<file path="config.mk">
export PLATFORM = sky130hd
export DESIGN_NAME = if_id_pipe_stage
export DESIGN_NICKNAME = d
export VERILOG_FILES = /design/src/rtl/if_id_pipe_stage.sv
export SDC_FILE = /design/constraint.sdc
export NUM_CORES = 1
export LEC_CHECK = 0
export BUFFER_PORTS_ARGS = -buffer_cell sky130_fd_sc_hd__buf_2
export CORE_UTILIZATION = 48
export DETAILED_ROUTE_END_ITERATION = 10
export PLACE_DENSITY_LB_ADDON = 0.05
export REMOVE_ABC_BUFFERS = 1
export SLEW_MARGIN = 20
export SYNTH_ARGS = -nofsm -noshare
export SYNTH_HDL_FRONTEND = slang
export SYNTH_SLANG_ARGS = --single-unit
export TNS_END_PERCENT = 20
</file>
<file path="constraint.sdc">
create_clock -name clock -period 1.72 [get_ports clock]
set_input_delay 0.258 -clock clock [delete_from_list [all_inputs] [get_ports clock]]
set_output_delay 0.258 -clock clock [all_outputs]
set_load 0.02 [all_outputs]
</file>
<file path="src/rtl/if_id_pipe_stage.sv">
// rtl/if_id_pipe_stage.sv - IF/ID pipeline stage with valid/ready handshake, flush, optional skid entry, stall counter
//
// Ports:
//   clock, reset            rising-edge clock, synchronous active-high reset
//   in_valid/in_ready       upstream (fetch) handshake
//   in_instr/in_pc          fetched instruction and its PC
//   flush                   kills every held entry and any same-cycle input
//   out_valid/out_ready     downstream (decode) handshake
//   out_instr/out_pc        instruction/PC to decode; out_instr is NOP_INSTR while out_valid=0
//   stall_cnt               saturating count of cycles with out_valid=1 and out_ready=0
module if_id_pipe_stage #(
   parameter int unsigned INSTR_W   = 32,
   parameter int unsigned PC_W      = 32,
   parameter logic [31:0] NOP_INSTR = 32'h0000_0013,
   parameter int unsigned SKID      = 1,
   parameter int unsigned CNT_W     = 16
) (
   input  logic               clock,
   input  logic               reset,
   input  logic               in_valid,
   output logic               in_ready,
   input  logic [INSTR_W-1:0] in_instr,
   input  logic [PC_W-1:0]    in_pc,
   input  logic               flush,
   output logic               out_valid,
   input  logic               out_ready,
   output logic [INSTR_W-1:0] out_instr,
   output logic [PC_W-1:0]    out_pc,
   output logic [CNT_W-1:0]   stall_cnt
);

   localparam logic [INSTR_W-1:0] NOP_VAL = INSTR_W'(NOP_INSTR);
   localparam logic [CNT_W-1:0]   CNT_MAX = {CNT_W{1'b1}};

   logic               main_valid_q, main_valid_d;
   logic [INSTR_W-1:0] main_instr_q, main_instr_d;
   logic [PC_W-1:0]    main_pc_q,    main_pc_d;
   logic               skid_valid_q, skid_valid_d;
   logic [INSTR_W-1:0] skid_instr_q, skid_instr_d;
   logic [PC_W-1:0]    skid_pc_q,    skid_pc_d;
   logic               in_ready_q,   in_ready_d;
   logic [CNT_W-1:0]   stall_cnt_q,  stall_cnt_d;

   logic in_fire;
   logic out_fire;

   // With the skid entry, in_ready is a flop so decode's out_ready never
   // reaches fetch combinationally. Without it, the single register can
   // accept whenever it is empty or being drained this cycle.
   generate
      if (SKID != 0) begin : g_reg_ready
         assign in_ready = in_ready_q;
      end else begin : g_comb_ready
         assign in_ready = !main_valid_q || out_ready;
      end
   endgenerate

   assign in_fire  = in_valid && in_ready;
   assign out_fire = main_valid_q && out_ready;

   always_comb begin
      main_valid_d = main_valid_q;
      main_instr_d = main_instr_q;
      main_pc_d    = main_pc_q;
      skid_valid_d = skid_valid_q;
      skid_instr_d = skid_instr_q;
      skid_pc_d    = skid_pc_q;
      stall_cnt_d  = stall_cnt_q;

      if (main_valid_q && !out_ready && (stall_cnt_q != CNT_MAX)) begin
         stall_cnt_d = stall_cnt_q + 1'b1;
      end

      case ({main_valid_q, skid_valid_q})
         2'b00: begin
            if (in_fire) begin
               main_valid_d = 1'b1;
               main_instr_d = in_instr;
               main_pc_d    = in_pc;
            end
         end
         2'b10: begin
            if (in_fire && out_fire) begin
               main_instr_d = in_instr;
               main_pc_d    = in_pc;
            end else if (in_fire) begin
               // Only reachable with the skid entry; the combinational
               // in_ready blocks this case when SKID=0.
               if (SKID != 0) begin
                  skid_valid_d = 1'b1;
                  skid_instr_d = in_instr;
                  skid_pc_d    = in_pc;
               end
            end else if (out_fire) begin
               main_valid_d = 1'b0;
            end
         end
         default: begin
            // Both entries held: in_ready is low, so only a drain moves
            // the older skid entry forward.
            if (out_fire) begin
               main_valid_d = 1'b1;
               main_instr_d = skid_instr_q;
               main_pc_d    = skid_pc_q;
               skid_valid_d = 1'b0;
            end
         end
      endcase

      if (flush) begin
         main_valid_d = 1'b0;
         main_instr_d = NOP_VAL;
         main_pc_d    = '0;
         skid_valid_d = 1'b0;
         stall_cnt_d  = stall_cnt_q;
      end

      in_ready_d = !skid_valid_d;
   end

   always_ff @(posedge clock) begin
      if (reset) begin
         main_valid_q <= 1'b0;
         main_instr_q <= NOP_VAL;
         main_pc_q    <= '0;
         skid_valid_q <= 1'b0;
         skid_instr_q <= NOP_VAL;
         skid_pc_q    <= '0;
         in_ready_q   <= 1'b1;
         stall_cnt_q  <= '0;
      end else begin
         main_valid_q <= main_valid_d;
         main_instr_q <= main_instr_d;
         main_pc_q    <= main_pc_d;
         skid_valid_q <= skid_valid_d;
         skid_instr_q <= skid_instr_d;
         skid_pc_q    <= skid_pc_d;
         in_ready_q   <= in_ready_d;
         stall_cnt_q  <= stall_cnt_d;
      end
   end

   assign out_valid = main_valid_q;
   assign out_instr = main_valid_q ? main_instr_q : NOP_VAL;
   assign out_pc    = main_pc_q;
   assign stall_cnt = stall_cnt_q;

endmodule

</file>
==> impl_metrics.json <==
{
  "grt-ovfl-total": 0,
  "dieWidth_um": 116,
  "maxCapViolCount": 0,
  "leakage_nw": 3.20,
  "final_hold_viol_count": 0,
  "cp.required_ns": 2.02,
  "max-vdd-ir-drop_mv": 0.603,
  "fin_cells": 1052,
  "fin_nets": 939,
  "gp_congestion": 0.787,
  "dp_cells": 1019,
  "power.total_mw": 7.54,
  "netlist.area_leader.share_pct": 47.3,
  "dieArea_um2": 13400,
  "design.portCount": 151,
  "vias_per_cell": 5.21,
  "ctsRootBufferMaster": "clkbuf_16",
  "yosysMostFrequentCell": "dfxtp_1",
  "path_clk_slew_ns": 0.05,
  "synth.top_cells.by_count": "147 x dfxtp_1, 137 x nand2_1, 73 x a21oi_1, 73 x nor2_1, 65 x mux2i_1",
  "synth_edf_count": 0,
  "synth.cell_area_um2": 6220,
  "yosysWarningCount": 0,
  "fin_crit_ns": 1.63,
  "start_util_pct": 49.3,
  "via_count": 5478,
  "drv_slew": 0,
  "portBuffers": 150,
  "grt_pass1_vias": 4972,
  "holdBufCountCts": 0,
  "crit_slowest_cell": "or3b_4",
  "rows": 41,
  "worst_slew_pin_slew_ns": 0.678,
  "area_growth_pct": 26.5,
  "async_flop_share_pct": 0,
  "ys_seq_elements": 147,
  "antenna_found_initial": 0,
  "r2r_slack_ns": 0.09,
  "dp_hpwl_um": 9770,
  "cts_tree": "yes",
  "worstHoldPathType": "in -> reg",
  "min_period_over_period_pct": 94.8,
  "ctsHtreeMaxLevel": 4,
  "drive_gt1_share_pct": 26.8,
  "register_area_um2": 2950,
  "synth.distinct_cells": 38,
  "grt_pass1_wl_um": 23900,
  "multi_input_area_um2": 3080,
  "post-route-util_pct": 62.4,
  "clk_latency_ns": 0.42,
  "nFillCells": 1166,
  "cts_buffers": 17,
  "maxSlewHeadroom_pct": 54.8,
  "ys.flop_type": "dfxtp_1",
  "cp-start-kind": "flop",
  "skew_ns": 0.00604,
  "drcViolationCount": 0,
  "grt_max_degree": 75,
  "synth_cells": 717,
  "path_max_fanout": 2,
  "drt-wirelength-per-cell_um": 14.5,
  "core-area_um2": 12600,
  "cp_cell_sequence": "or3b_4 > nor4b_4 > a21boi_2 > mux2_1",
  "yosys.area.top_type": "dfxtp_1",
  "synth.avg_cell_area_um2": 8.68,
  "hold_slack_ns": 0.0676,
  "tns_ns": 0,
  "grtUsageTotal_pct": 23.3,
  "grt_setup_unrepaired": "true",
  "synth_seq_area_share_pct": 47.3,
  "synth_top_cells_by_area": "dfxtp_1 47%, mux2i_1 10%, nand2_1 8.3%",
  "wl_um": 15200,
  "slowest_delay_ns": 0.40,
  "powerDensity_nw_per_um2": 958,
  "clkSinkCount": 147,
  "arrival_ns": 1.93,
  "critPathKind": "reg -> reg",
  "die_y_um": 116,
  "max_freq_mhz": 613,
  "diodes": 0,
  "cp-end-kind": "flop",
  "clk_path_buf_depth": 2,
  "status": "finished clean",
  "drt_iter0_markers": 279,
  "drtPass1Iterations": 4,
  "final-setup-viol-count": 0,
  "antenna_left": 0
}
path summary, 6_finish.rpt:
kind,start,to,cells after the start
setup / recovery,out_valid,stall_cnt[11],4
hold / removal,in_instr[0],skid_instr_q[0],3
setup reg to reg,out_valid,stall_cnt[11],4
hold reg to reg,skid_instr_q[26],skid_instr_q[26],2
sequential cells by signal (all words and copies together) (netlist names):
name,flops
stall_cnt,16
out_valid,1
skid_pc_q,32
in_ready,1
main_instr_q,32
skid_instr_q,32
skid_valid_q,1
out_pc,32
worst max-delay path: cells and delay by family, from the launching register on:
kind	cells	cell delay, ns
AND/OR/NAND/NOR	2	0.63
flip-flops	1	0.33
multiplexers	1	0.33
AO/OA/AOI/OAI	1	0.23
cells in the final DEF (no fill, tap or decap), types with 3 or more instances in the layout:
cell / netlist / layout
and4_1: 3 / 3
and2_1: 29 / 29
mux2_2: 6 / 6
o211ai_1: 3 / 3
buf_12: 0 / 4
a21oi_1: 73 / 71
buf_4: 2 / 34
buf_2: 14 / 150
clkbuf_8: 0 / 3
a31oi_1: 3 / 3
nor2_1: 73 / 73
mux2i_1: 65 / 65
nand4_1: 5 / 5
clkinv_2: 0 / 5
nor2b_1: 10 / 10
clkbuf_16: 0 / 18
and3_1: 4 / 3
nand3_1: 4 / 4
nand2b_1: 6 / 6
nand3b_1: 4 / 4
dfxtp_1: 147 / 145
a211oi_1: 64 / 64
nand2_1: 137 / 137
or3_1: 4 / 3
mux2_1: 3 / 3
clkbuf_1: 40 / 4
layout make-up:
cell class | count | share of cell area, %
multi-input cells | 513 | 39.1
flip-flops and latches | 147 | 37.5
repair buffers | 189 | 13.9
clock buffers | 25 | 6.44
well taps | 172 | 2.73
clock inverters | 5 | 0.318
inverters | 1 | 0.0477
stage by stage:
| step | cell area, um2 | worst slack (ns) |
|---|---|---|
| 2_1_floorplan | 5990 | -5.76 |
| 3_3_place_gp | 7280 | -0.0132 |
| 3_5_place_dp | 7280 | -0.0231 |
| 4_1_cts | 7850 | -0.0155 |
| 5_1_grt | 7870 | -0.0198 |
| 6_report | 7870 | 0.0899 |
report_power, final:
group          internal, mW  switching (mW)  total, mW  leakage [nW]
clock network          2.01            1.33       3.35         0.268
logic                 0.251           0.400      0.651          1.74
registers              3.50          0.0443       3.55          1.19
routing by layer:
layer	wire length [um]	track usage (%)	up-vias
met5	0	0	-
met4	337	10.8	0
met3	655	5.60	26
met2	7400	39.4	123
met1	6820	27.9	2552
li1	-	-	2777
kinds of logic after synthesis:
group / Yosys count / synth area share, %
AND/OR/NAND/NOR: 287 / 21.4
AO/OA/AOI/OAI: 151 / 15.2
flip-flops: 147 / 47.3
multiplexers: 74 / 12.1
buffers and inverters: 57 / 3.84
adder cells (fa/ha/maj): 1 / 0.201
timing repair:
action                                  in CTS  in global routing
gates resized for setup                      4                  5
hold endpoints to repair                     0                  0
cloned                                       0                  0
endpoints found under the setup margin      24                 10
buffers inserted                             3                  0
pin swaps                                    0                  1
Power figures use the tool's default switching activity.
